File: config.mk
export PLATFORM = sky130hd
export DESIGN_NAME = icache_axi_rd_bridge_flat
export DESIGN_NICKNAME = d
export VERILOG_FILES = /design/src/rtl/icache_axi_rd_bridge_if.sv /design/src/rtl/icache_axi_rd_bridge.sv /design/src/flat_wrapper.sv
export SDC_FILE = /design/constraint.sdc
export NUM_CORES = 1
export LEC_CHECK = 0
export ABC_AREA = 1
export BUFFER_PORTS_ARGS = -buffer_cell sky130_fd_sc_hd__buf_4
export CORE_UTILIZATION = 50
export CTS_CLUSTER_SIZE = 40
export DETAILED_ROUTE_END_ITERATION = 8
export PLACE_DENSITY = 0.82
export SETUP_SLACK_MARGIN = 0.02
export SLEW_MARGIN = 15
export SYNTH_ARGS = -nofsm -noshare
export SYNTH_HDL_FRONTEND = slang
export SYNTH_SLANG_ARGS = --single-unit
export TNS_END_PERCENT = 100
File: constraint.sdc
create_clock -name clk_g -period 6.3 [get_ports clk_g]
set_clock_uncertainty 0.05 [all_clocks]
set_input_delay 1.26 -clock clk_g [delete_from_list [all_inputs] [get_ports clk_g]]
set_output_delay 1.26 -clock clk_g [all_outputs]
set_load 0.03 [all_outputs]
File: src/rtl/icache_axi_rd_bridge_if.sv
// icache_axi_rd_bridge_if
// Bundles the icache refill request/return handshake and the AXI4 read
// address / read data channels used by icache_axi_rd_bridge.
//   master modport : the bridge (issues AXI reads, answers the icache)
//   slave  modport : the environment (icache requester + AXI read slave)
// Signals:
//   rd_req, rd_uncache, rd_addr, rd_rdy      icache request side
//   ret_valid, ret_data                      icache return side
//   arid, araddr, arlen, arsize, arburst,
//   arvalid, arready                         AXI read address channel
//   rid, rdata, rresp, rlast, rvalid, rready AXI read data channel
// Build option ICACHE_AXI_RRESP_CHK_EN adds ret_err (bridge output).
interface icache_axi_rd_bridge_if;

    logic         rd_req;
    logic         rd_uncache;
    logic [31:0]  rd_addr;
    logic         rd_rdy;
    logic         ret_valid;
    logic [127:0] ret_data;
`ifdef ICACHE_AXI_RRESP_CHK_EN
    logic         ret_err;
`endif

    logic [3:0]   arid;
    logic [31:0]  araddr;
    logic [7:0]   arlen;
    logic [2:0]   arsize;
    logic [1:0]   arburst;
    logic         arvalid;
    logic         arready;

    logic [3:0]   rid;
    logic [31:0]  rdata;
    logic [1:0]   rresp;
    logic         rlast;
    logic         rvalid;
    logic         rready;

    modport master (
        input  rd_req, rd_uncache, rd_addr,
        input  arready,
        input  rid, rdata, rresp, rlast, rvalid,
        output rd_rdy, ret_valid, ret_data,
        output arid, araddr, arlen, arsize, arburst, arvalid,
        output rready
`ifdef ICACHE_AXI_RRESP_CHK_EN
        , output ret_err
`endif
    );

    modport slave (
        output rd_req, rd_uncache, rd_addr,
        output arready,
        output rid, rdata, rresp, rlast, rvalid,
        input  rd_rdy, ret_valid, ret_data,
        input  arid, araddr, arlen, arsize, arburst, arvalid,
        input  rready
`ifdef ICACHE_AXI_RRESP_CHK_EN
        , input ret_err
`endif
    );

endinterface

File: src/rtl/icache_axi_rd_bridge.sv
// icache_axi_rd_bridge
// Read-only AXI4 master servicing the icache miss / uncached read port.
// A cached request becomes a LINE_BEATS-beat INCR burst, an uncached request
// a single-beat read. Returned beats are assembled into one 128-bit word and
// handed back with a one-cycle ret_valid pulse.
// Ports:
//   clk_g   core clock
//   resetn  synchronous, active-low reset
//   bus     icache_axi_rd_bridge_if.master (icache request/return, AXI AR/R)
// Parameters:
//   AXI_ID      constant ARID
//   LINE_BEATS  words per cache line (arlen = LINE_BEATS-1 for cached reads)
// Build option:
//   ICACHE_AXI_RRESP_CHK_EN  adds bus.ret_err, a per-transaction sticky flag
//                            set by any accepted beat with rresp != OKAY.
module icache_axi_rd_bridge #(
    parameter logic [3:0]  AXI_ID     = 4'h0,
    parameter int unsigned LINE_BEATS = 4
) (
    input  logic                   clk_g,
    input  logic                   resetn,
    icache_axi_rd_bridge_if.master bus
);

    typedef enum logic [1:0] {
        IDLE,
        AR,
        R,
        DONE
    } state_t;

    localparam logic [7:0] LINE_LEN = 8'(LINE_BEATS - 1);
    localparam logic [2:0] AR_SIZE  = 3'b010;  // 4-byte beats
    localparam logic [1:0] AR_INCR  = 2'b01;

    state_t       state;
    state_t       state_nxt;

    logic         uncache_q;
    logic [31:0]  addr_q;
    logic [1:0]   cnt_q;
    logic [127:0] data_q;

    logic         req_any;
    logic         beat_ok;
    logic         last_beat;
    logic [7:0]   len_cur;

    logic         rd_rdy_c;
    logic         arvalid_c;
    logic         rready_c;
    logic         ret_valid_c;

    assign req_any   = bus.rd_req | bus.rd_uncache;
    assign len_cur   = uncache_q ? 8'd0 : LINE_LEN;
    assign beat_ok   = rready_c & bus.rvalid;
    // Terminate on rlast or once the requested length is reached, whichever
    // comes first.
    assign last_beat = bus.rlast | ({6'b0, cnt_q} == len_cur);

    // ---------------------------------------------------------------- state
    always_ff @(posedge clk_g) begin
        if (!resetn) begin
            state <= IDLE;
        end else begin
            state <= state_nxt;
        end
    end

    // ----------------------------------------------------------- next state
    always_comb begin
        state_nxt = state;
        case (state)
            IDLE:    if (req_any) state_nxt = AR;
            AR:      if (bus.arready) state_nxt = R;
            R:       if (bus.rvalid && last_beat) state_nxt = DONE;
            DONE:    state_nxt = IDLE;
            default: state_nxt = IDLE;
        endcase
    end

    // -------------------------------------------------------------- outputs
    // Handshake outputs are qualified by resetn so that an asserted reset
    // never advertises acceptance or a live AXI request.
    always_comb begin
        rd_rdy_c    = 1'b0;
        arvalid_c   = 1'b0;
        rready_c    = 1'b0;
        ret_valid_c = 1'b0;
        if (resetn) begin
            case (state)
                IDLE:    rd_rdy_c    = req_any;
                AR:      arvalid_c   = 1'b1;
                R:       rready_c    = 1'b1;
                DONE:    ret_valid_c = 1'b1;
                default: ;
            endcase
        end
    end

    // ------------------------------------------------------------- datapath
    always_ff @(posedge clk_g) begin
        if (!resetn) begin
            uncache_q <= 1'b0;
            addr_q    <= '0;
            cnt_q     <= '0;
            data_q    <= '0;
        end else if (rd_rdy_c) begin
            // uncache wins when both request lines are high
            uncache_q <= bus.rd_uncache;
            addr_q    <= bus.rd_addr;
            cnt_q     <= '0;
            data_q    <= '0;
        end else if (beat_ok) begin
            if (uncache_q) begin
                data_q[127:96] <= bus.rdata;
            end else begin
                data_q[{cnt_q, 5'b00000} +: 32] <= bus.rdata;
            end
            cnt_q <= cnt_q + 2'd1;
        end
    end

`ifdef ICACHE_AXI_RRESP_CHK_EN
    logic err_q;

    always_ff @(posedge clk_g) begin
        if (!resetn) begin
            err_q <= 1'b0;
        end else if (rd_rdy_c) begin
            err_q <= 1'b0;
        end else if (beat_ok && (bus.rresp != 2'b00)) begin
            err_q <= 1'b1;
        end
    end

    assign bus.ret_err = ret_valid_c & err_q;

    // rid is not checked: only one transaction is ever outstanding.
    logic unused_rid;
    assign unused_rid = ^bus.rid;
`else
    // rid and rresp carry no information for this block in this build.
    logic unused_rsp;
    assign unused_rsp = ^{bus.rid, bus.rresp};
`endif

    // AR fields read as zero outside the address phase and are held from the
    // latched request while arvalid is high.
    assign bus.rd_rdy    = rd_rdy_c;
    assign bus.arvalid   = arvalid_c;
    assign bus.araddr    = arvalid_c ? addr_q  : '0;
    assign bus.arid      = arvalid_c ? AXI_ID  : '0;
    assign bus.arlen     = arvalid_c ? len_cur : '0;
    assign bus.arsize    = arvalid_c ? AR_SIZE : '0;
    assign bus.arburst   = arvalid_c ? AR_INCR : '0;
    assign bus.rready    = rready_c;
    assign bus.ret_valid = ret_valid_c;
    assign bus.ret_data  = data_q;

endmodule

File: src/flat_wrapper.sv
// flat-port wrapper written by rule: the top's interface ports become plain ports
module icache_axi_rd_bridge_flat 
#(
    parameter logic [3:0]  AXI_ID     = 4'h0,
    parameter int unsigned LINE_BEATS = 4
)
  (clk_g, resetn, bus_rd_req, bus_rd_uncache, bus_rd_addr, bus_arready, bus_rid, bus_rdata, bus_rresp, bus_rlast, bus_rvalid, bus_rd_rdy, bus_ret_valid, bus_ret_data, bus_arid, bus_araddr, bus_arlen, bus_arsize, bus_arburst, bus_arvalid, bus_rready);
  icache_axi_rd_bridge_if bus_i ();
  input  logic clk_g;
  input  logic resetn;
  input wire logic [$bits(bus_i.rd_req)-1:0] bus_rd_req;
  input wire logic [$bits(bus_i.rd_uncache)-1:0] bus_rd_uncache;
  input wire logic [$bits(bus_i.rd_addr)-1:0] bus_rd_addr;
  input wire logic [$bits(bus_i.arready)-1:0] bus_arready;
  input wire logic [$bits(bus_i.rid)-1:0] bus_rid;
  input wire logic [$bits(bus_i.rdata)-1:0] bus_rdata;
  input wire logic [$bits(bus_i.rresp)-1:0] bus_rresp;
  input wire logic [$bits(bus_i.rlast)-1:0] bus_rlast;
  input wire logic [$bits(bus_i.rvalid)-1:0] bus_rvalid;
  output wire logic [$bits(bus_i.rd_rdy)-1:0] bus_rd_rdy;
  output wire logic [$bits(bus_i.ret_valid)-1:0] bus_ret_valid;
  output wire logic [$bits(bus_i.ret_data)-1:0] bus_ret_data;
  output wire logic [$bits(bus_i.arid)-1:0] bus_arid;
  output wire logic [$bits(bus_i.araddr)-1:0] bus_araddr;
  output wire logic [$bits(bus_i.arlen)-1:0] bus_arlen;
  output wire logic [$bits(bus_i.arsize)-1:0] bus_arsize;
  output wire logic [$bits(bus_i.arburst)-1:0] bus_arburst;
  output wire logic [$bits(bus_i.arvalid)-1:0] bus_arvalid;
  output wire logic [$bits(bus_i.rready)-1:0] bus_rready;
  assign bus_i.rd_req = bus_rd_req;
  assign bus_i.rd_uncache = bus_rd_uncache;
  assign bus_i.rd_addr = bus_rd_addr;
  assign bus_i.arready = bus_arready;
  assign bus_i.rid = bus_rid;
  assign bus_i.rdata = bus_rdata;
  assign bus_i.rresp = bus_rresp;
  assign bus_i.rlast = bus_rlast;
  assign bus_i.rvalid = bus_rvalid;
  assign bus_rd_rdy = bus_i.rd_rdy;
  assign bus_ret_valid = bus_i.ret_valid;
  assign bus_ret_data = bus_i.ret_data;
  assign bus_arid = bus_i.arid;
  assign bus_araddr = bus_i.araddr;
  assign bus_arlen = bus_i.arlen;
  assign bus_arsize = bus_i.arsize;
  assign bus_arburst = bus_i.arburst;
  assign bus_arvalid = bus_i.arvalid;
  assign bus_rready = bus_i.rready;
  icache_axi_rd_bridge #(.AXI_ID(AXI_ID), .LINE_BEATS(LINE_BEATS)) u_core (.clk_g(clk_g), .resetn(resetn), .bus(bus_i));
endmodule
==> results.cfg, run 1 <==
[clock_tree]
cts_root_buffer = clkbuf_16
cts_buffers = 17
clock_latency_ps = 410
ctsHoldBuffers = 0
cts_tree = done
clk_path_buf_depth = 2
post_cts_resize_count = 0
numClockSinks = 165
htreeDepth = 4
clkTransAtPathRegs_ps = 60
cts_setup_buffers = 0

[route]
route.met2.wl_um = 9270
wl_met3_um = 1890
routedWlPerCell_um = 16.2
wirelength_met1_um = 7780
dr.pass1.iters = 5
drcViolationCount = 0
dr.max_layer_used = met4
drt_iter0_drc = 675
totalWireLength_um = 19500
avgViaCountPerCell = 5.25
ant_nets = 0
vias = 6338

[setup_path]
crit_path_start = resetn
rrSetupSlack_ps = 2690
reg2reg_depth = 6
cp_max_fo = 21
cp.depth = 5
cp_num_buf_inv = 4
rr_startpoint = u_core.cnt_q[0]
crit_end = bus_arburst[0]
worstSetupPathType = primary input to output port
critical_path.top_delay_family = buffers and inverters
crit_path_frequent_cell = buf_4
crit_chain = buf_4, nand2_1, buf_4, inv_1, buf_4
critPathCaptureType = output port
cp.arrival_ps = 2390
crit_slowest_cell = nand2_1
rr_endpoint = u_core.bus.ret_data[1]
cp-start-kind = primary input
max_stage_delay_ps = 350
crit_required_ps = 4990

[sta]
layout_setup_ws_ps = 2600
min_period_ps = 3700
worst_slew_pin_slew_ps = 1130
finalHoldViolCount = 0
slew_headroom_pct = 25.0
fin_tns_setup_ps = 0
setup_violations = 0
finalMaxSlewViolations = 0
grt_setup_unrepaired = no
fin_crit_sh_pct = 58.8
clock.fmax_ghz = 0.270

[logic_synthesis]
synth_top_area_share_pct = 50.7
synth_seq_cells = 165
ys_types = 27
netlist_top_cells_area = dfxtp_1 51%, nand2_1 9.2%, a21oi_1 9.0%
seq_area_frac_synth_pct = 50.7
netlist_area_um2 = 6510
syn_inst = 821
yosysWarnings = 0
syn_avg_cell_area_um2 = 7.94
synth_top_cell_by_area = dfxtp_1

[final_layout]
drive_gt1_share_pct = 28.0
fill_cells = 1065
area_delta_synth_final_pct = 35.8
finalNonFillerCells = 1207
multi_input_area_um2 = 2650
seq_area_um2 = 3300
design_area_um2 = 8850
n_antenna_cell = 0
fin_nets = 1109

[global_routing]
overflow = 0
grt_pass1_wl_um = 29300
grt_usage_pct = 28.8
grt_max_degree = 111
antenna_found_initial = 0
grt_pass1_vias = 5622

[die]
initial_core_util_pct = 51.4
io_pins = 258
die_y_um = 116
core_area_um2 = 12700
dieArea_um2 = 13500
rows = 41
die_x_um = 116

[placed_design]
dp_hpwl_um = 13300
io_buffer_count = 238
dp_slack_ps = 2460
place_inst = 1176
place_congestion = 0.802
dpl_cell_area_um2 = 8240

[min_path]
hold_path_class = flop to flop

[pwr]
ir_drop_mv = 0.204
p_leak_nw = 3.85
p_per_area_nw_per_um2 = 307

[outcome]
status = finished clean

[job]
maxCapViolations = 0
worst register-to-register path, cell delays in order, from the launching register on:
cell	delay, ps
dfxtp_1	300
inv_1	770
ha_1	300
nand3_2	610
inv_1	1080
nand3_1	240
a21oi_1	180
registers in the layout, indices dropped and copies added (netlist names):
name                 cells
u_core.bus.ret_data    128
u_core.addr_q           32
u_core.cnt_q             2
u_core.state             2
u_core.uncache_q         1
routing by layer:
| metal | global-route usage, % | vias to the layer above |
|---|---|---|
| met5 | 0 | - |
| met4 | 11.1 | 0 |
| met3 | 9.39 | 36 |
| met2 | 48.7 | 309 |
| met1 | 33.9 | 2890 |
| li1 | - | 3103 |
cells by family (layout without fill, tap and decap cells):
group	Yosys count	count (layout)	share of synthesized area (%)
and+or+nand+nor	289	289	19.3
AOI/OAI and AO/OA	224	224	18.6
DFF	165	165	50.7
buffers and inverters	133	335	9.58
adders and majority gates	9	9	1.73
other	1	13	0.0576
synthesized netlist by cell type (all sizes together):
library cell	count
o21ai	89
nand2	161
o31ai	1
o211a	16
nand4	28
buf	43
conb	1
dfxtp	165
nor2	57
clkbuf	35
nand3	42
ha	9
a21oi	118
nor3	1
inv	55
worst min path at each step:
| stage | start | end | slack, ps | cells after the start |
|---|---|---|---|---|
| 2_1_floorplan | u_core.addr_q[0] | u_core.addr_q[0] | 400 | 2 |
| 3_3_place_gp | u_core.bus.ret_data[106] | u_core.bus.ret_data[106] | 400 | 2 |
| 3_5_place_dp | u_core.bus.ret_data[18] | u_core.bus.ret_data[18] | 410 | 2 |
| 4_1_cts | u_core.bus.ret_data[18] | u_core.bus.ret_data[18] | 420 | 2 |
| 5_1_grt | u_core.bus.ret_data[56] | u_core.bus.ret_data[56] | 430 | 2 |
| 6_report | u_core.bus.ret_data[96] | u_core.bus.ret_data[96] | 410 | 2 |
layout make-up:
| type | instances | share of cell area, % |
|---|---|---|
| timing repair buffer | 249 | 21.1 |
| sequential | 165 | 37.3 |
| tap | 172 | 2.43 |
| multi-input combinational | 535 | 29.9 |
| inverter | 55 | 2.33 |
| clock inverter | 7 | 1.37 |
| clock buffer | 24 | 5.45 |
cells in the final DEF (no fill, tap or decap), types with 4 or more instances in the layout:
cell,instances
ha_1,9
nand4_1,28
clkbuf_1,4
o211a_1,16
clkbuf_16,17
nor2_1,53
conb_1,13
buf_4,249
nand3_1,41
o21ai_0,87
dfxtp_1,165
nand2_1,158
a21oi_1,117
inv_1,52
report_power, final:
part | switching, mW | total [mW] | leakage (nW) | internal [mW]
logic | 0.376 | 0.521 | 2.23 | 0.145
registers | 0.0267 | 1.14 | 1.34 | 1.11
clock network | 0.401 | 1.05 | 0.283 | 0.654
total | 0.803 | 2.71 | 3.85 | 1.91
through the flow:
step / power [mW] / hold slack (ps) / utilization [%]
after floorplan: 1.51 / 401 / -
after global placement: 1.67 / 403 / 65.1
after detailed placement: 1.68 / 406 / 65.1
after CTS: 2.72 / 415 / 69.8
after global routing: 2.83 / 426 / 69.8
final: 2.71 / 413 / 69.8
Note: power is estimated with default switching activity, not from simulation.
==> inputs of run 2 (changes only) <==
Settings changed: ABC_AREA 1 to 0, CORE_UTILIZATION 50 to 48, PLACE_DENSITY 0.82 to 0.8.
Clock period 6.3 ns to 3.68 ns, I/O delays scaled along.
==> run 2 against run 1 <==
  * Critical path depth unchanged
  * Routed wire length down 6.8%
  * Register-to-register slack worse by 1500 ps
  * Sequential cell count unchanged
  * First-iteration DRC count down 19%
  * Sequential power up 73%
  * Combinational power up 45%
  * Via count down 6.8%
  * Die area up 0.24%
  * Global-route usage down 2.4 points
  * Cell area up 0.27%
  * Critical path type is now flop to output port
  * Synthesized area down 3.8%
==> results.cfg, run 2 <==
[outcome]
status = finished clean

[logic_synthesis]
async_flop_share_pct = 0
yosys-top-cells-count = 165 x dfxtp_1, 102 x nand2_1, 96 x a21oi_1, 96 x nand3_1, 39 x clkbuf_1
syn_avg_cell_area_um2 = 8.74
synth_edf_count = 0
netlist_area_um2 = 6270
ys.flop_type = dfxtp_1
yosysMostFrequentCell = dfxtp_1
synth_top_cell_by_area = dfxtp_1
synth_seq_cells = 165
syn_inst = 717
netlist_top_cells_area = dfxtp_1 53%, a21oi_1 7.7%, nand3_1 7.7%
ys_types = 33
yosysWarnings = 0
seq_area_frac_synth_pct = 52.7
synth_top_area_share_pct = 52.7

[setup_path]
worstSetupPathType = flop to output port
crit_slowest_cell = ha_1
crit_required_ps = 2890
crit_path_frequent_cell = buf_4
cp-start-kind = flop
cp_num_buf_inv = 3
max_stage_delay_ps = 460
critical_path.top_delay_family = buffers and inverters
cp_max_fo = 19
cp.arrival_ps = 2010
crit_chain = inv_1, ha_1, buf_4, and3_1, buf_4
critPathCaptureType = output port

[placed_design]
dpl_cell_area_um2 = 8170
dp_slack_ps = 1040
dp_hpwl_um = 12000
place_congestion = 0.763
io_buffer_count = 238

[sta]
worst_slew_pin_slew_ps = 704
grt_setup_unrepaired = no
clock.fmax_ghz = 0.358
layout_setup_ws_ps = 886
setup_violations = 0
fin_tns_setup_ps = 0
finalHoldViolCount = 0
slew_headroom_pct = 53.1
min_period_ps = 2790
fin_crit_sh_pct = 75.9
finalMaxSlewViolations = 0

[die]
die_x_um = 116
dieArea_um2 = 13500
core_area_um2 = 12700
die_y_um = 116
rows = 41
io_pins = 258
initial_core_util_pct = 49.5

[clock_tree]
clock_latency_ps = 420
cts_buffers = 17
cts_setup_buffers = 0
clk_path_buf_depth = 2
htreeDepth = 4
cts_root_buffer = clkbuf_16
post_cts_resize_count = 0
ctsHoldBuffers = 0
cts_tree = done
clkTransAtPathRegs_ps = 60
numClockSinks = 165

[route]
drcViolationCount = 0
drt_iter0_drc = 549
routedWlPerCell_um = 16.4
vias = 5908
dr.pass1.iters = 4
ant_nets = 0
avgViaCountPerCell = 5.32
totalWireLength_um = 18200

[pwr]
seqPwrFrac_pct = 40.8
p_int_mw = 3.55
ir_drop_mv = 0.290
p_switching_mw = 1.27
p_leak_nw = 3.76
p_clk_share_pct = 43.5
power_frac_comb_pct = 15.7
swShare_pct = 26.4
p_per_area_nw_per_um2 = 543

[global_routing]
grt_pass1_wl_um = 27500
grt_usage_pct = 26.4
grt_pass1_vias = 5376
overflow = 0
grt_max_degree = 72
antenna_found_initial = 0

[final_layout]
largest_reg_flops = 128
fin_nets = 1011
n_antenna_cell = 0
area_delta_synth_final_pct = 41.5
drive_gt1_share_pct = 31.7
final_cell_mix = 253 x buf_4, 165 x dfxtp_1, 101 x nand2_1
fin_util_pct = 70.0
design_area_um2 = 8870
final_common_cell = buf_4

[min_path]
hold_path_class = flop to flop

[job]
maxCapViolations = 0
[run 2: final cells by class]
cell class	count	area, um^2
Multi-Input combinational cell	479	2670
Sequential cell	165	3300
Tap cell	172	215
Inverter	6	22.5
Clock buffer	20	457
Clock inverter	12	248
Timing Repair Buffer	256	1960
Fill cell	1005	3800
[run 2: cell families after synthesis]
| group | synth area share [%] |
|---|---|
| adder cells (fa/ha/maj) | 1.80 |
| AND/OR/NAND/NOR | 21.8 |
| other | 0.0598 |
| flip-flops | 52.7 |
| buffers and inverters | 6.45 |
| XOR/XNOR | 0.140 |
| multiplexers | 0.319 |
| AO/OA/AOI/OAI | 16.8 |
[run 2: worst min-delay path, cell delays in order, from the launching register on]
cell     delay, ps
dfxtp_1        310
nand2_1         50
a21oi_1         50
[run 2: power by group through the flow]
| stage | clock network [mW] | registers (mW) | logic (mW) |
|---|---|---|---|
| floorplan | 0 | 2.00 | 0.490 |
| global placement | 0 | 2.00 | 0.750 |
| detailed placement | 0 | 2.00 | 0.755 |
| CTS | 2.11 | 1.97 | 0.756 |
| global route | 2.20 | 1.98 | 0.814 |
| finish | 2.09 | 1.97 | 0.755 |
[run 2: path summary, 6_finish.rpt]
kind                               to  slack (ps)  depth (start not counted)                    start
max                    bus_araddr[13]         890                          5          u_core.state[1]
min           u_core.bus.ret_data[95]         400                          2  u_core.bus.ret_data[95]
max reg2reg  u_core.bus.ret_data[107]        1160                          7          u_core.cnt_q[0]
min reg2reg   u_core.bus.ret_data[95]         400                          2  u_core.bus.ret_data[95]
[run 2: through the flow]
stage	instances	total power, mW	hold WS [ps]
2_1_floorplan	729	2.49	384
3_3_place_gp	1078	2.75	388
3_5_place_dp	1078	2.75	394
4_1_cts	1110	4.83	402
5_1_grt	1110	5.00	418
6_report	1110	4.82	400
[run 2: metal layers]
layer / track usage (%) / routed length [um] / up-vias / share of wire [%]
met4: 12.0 / 482 / 0 / 2.7
met2: 41.9 / 8550 / 236 / 47
met5: 0 / 0 / - / 0
met1: 33.3 / 7800 / 2757 / 43
li1: - / - / 2878 / -
met3: 7.21 / 1340 / 37 / 7.4
==> inputs of run 3 (changes only) <==
Settings changed: ABC_AREA 0 to 1, PLACE_DENSITY 0.8 to 0.79.
Clock period 3.68 ns to 2.91 ns, I/O delays scaled along.
==> run 3 against run 2 <==
  * Total power increased by 21%
  * Cell area increased by 0.56%
  * Core utilization decreased by 2.6 points
  * Worst setup slack got worse by 410 ps
  * Non-clock buffer count decreased by 2
  * Largest power group is now sequential cells
==> results.cfg, run 3 (synthesis results as in run 1) <==
[outcome]
status = finished clean

[pwr]
total_power_mw = 5.83
ir_drop_mv = 0.416
p_leak_nw = 3.89
p_per_area_nw_per_um2 = 654

[clock_tree]
ctsHoldBuffers = 0
clock_latency_ps = 420
numClockSinks = 165
clk_path_buf_depth = 2
clkTransAtPathRegs_ps = 60
htreeDepth = 4
cts_root_buffer = clkbuf_16
cts_tree = done
cts_setup_buffers = 0
post_cts_resize_count = 0
cts_buffers = 17

[route]
vias = 6473
ant_nets = 0
drcViolationCount = 0
avgViaCountPerCell = 5.32
totalWireLength_um = 19900
dr.pass1.iters = 7
drt_iter0_drc = 515
routedWlPerCell_um = 16.4

[sta]
setup_violations = 0
slew_headroom_pct = 66.0
fin_crit_sh_pct = 83.6
min_period_ps = 2430
clock.fmax_ghz = 0.411
worst_slew_pin_slew_ps = 508
grt_setup_unrepaired = no
fin_tns_setup_ps = 0
finalMaxSlewViolations = 0
finalHoldViolCount = 0

[final_layout]
final_cell_mix = 250 x buf_4, 165 x dfxtp_1, 158 x nand2_1
area_delta_synth_final_pct = 36.9
largest_reg_flops = 128
final_common_cell = buf_4
drive_gt1_share_pct = 28.4
design_area_um2 = 8920
fin_nets = 1114
n_antenna_cell = 0
fin_util_pct = 67.4

[global_routing]
grt_usage_pct = 28.9
antenna_found_initial = 0
grt_pass1_vias = 6046
grt_max_degree = 111
grt_pass1_wl_um = 31500
overflow = 0

[setup_path]
rrSetupSlack_ps = 710
crit_path_frequent_cell = buf_4
crit_chain = inv_1, ha_1, nand2_1, buf_4, nor2_1, buf_4
critPathCaptureType = output port
worstSetupPathType = flop to output port
rr_startpoint = u_core.cnt_q[1]
cp-start-kind = flop
reg2reg_depth = 8
cp_max_fo = 34
cp.arrival_ps = 1800
crit_slowest_cell = dfxtp_1
crit_path_start = u_core.state[1]
max_stage_delay_ps = 380
crit_required_ps = 2280
rr_endpoint = u_core.bus.ret_data[101]
crit_end = bus_arlen[0]

[placed_design]
dp_hpwl_um = 13600
place_congestion = 0.826
io_buffer_count = 238
dpl_cell_area_um2 = 8340

[die]
core_area_um2 = 13200
initial_core_util_pct = 49.2
dieArea_um2 = 14000
die_y_um = 119
die_x_um = 119
io_pins = 258
rows = 42

[job]
maxCapViolations = 0

[min_path]
hold_path_class = primary input to flop
run 3: cell count changes in the layout (fill, tap and decap cells not counted), sizes merged, moves of 5 or more:
| cell | before | now |
|---|---|---|
| nand3 | 97 | 42 |
| a22oi | 32 | 0 |
| a22o | 32 | 0 |
| and2 | 7 | 0 |
| bufinv | 7 | 2 |
| nor3b | 5 | 0 |
| o21ai | 2 | 89 |
| o211a | 0 | 16 |
| nand4 | 1 | 28 |
| inv | 7 | 56 |
| nor2 | 37 | 57 |
| nand2 | 102 | 161 |
| and3 | 32 | 0 |
| a21oi | 97 | 118 |
run 3: metal layers:
metal	track usage, %	vias to the layer above	wire, um
met5	0	-	0
met3	9.51	43	1840
met2	47.1	316	9350
li1	-	3111	-
met1	33.9	3003	8010
met4	14.6	0	719
run 3: worst max-delay path: cells and delay by family, from the launching register on:
kind	cells	cell delay [ps]
buf+inv	3	590
flops	1	380
simple gates	2	200
fa+ha+maj	1	190
run 3: final cells by class:
class                      instances  area, um^2
clock buffer                      24         482
clock inverter                     7        95.1
fill                            1149        4320
inverter                          55         206
multi-input combinational        535        2660
sequential                       165        3300
tap                              176         220
timing repair buffer             254        1960
run 3: how the worst min path moves through the flow:
stage,startpoint,to,slack (ps),cells past startpoint
after CTS,bus_rd_addr[18],u_core.addr_q[18],290,3
after global placement,u_core.bus.ret_data[5],u_core.bus.ret_data[5],400,2
after floorplan,u_core.addr_q[0],u_core.addr_q[0],400,2
after global routing,bus_rd_addr[10],u_core.addr_q[10],300,3
after detailed placement,u_core.bus.ret_data[53],u_core.bus.ret_data[53],410,2
final,bus_rd_addr[13],u_core.addr_q[13],300,3
run 3: through the flow:
step | setup WS [ps] | instances | hold WS, ps
2_1_floorplan | 671 | 833 | 401
3_3_place_gp | 771 | 1185 | 402
3_5_place_dp | 706 | 1185 | 406
4_1_cts | 466 | 1216 | 290
5_1_grt | 341 | 1216 | 300
6_report | 477 | 1216 | 297
run 3: report_power, final:
group | leakage (nW) | switching (mW) | internal, mW
combinational | 2.27 | 0.826 | 0.338
sequential | 1.34 | 0.0557 | 2.41
clock | 0.281 | 0.878 | 1.33
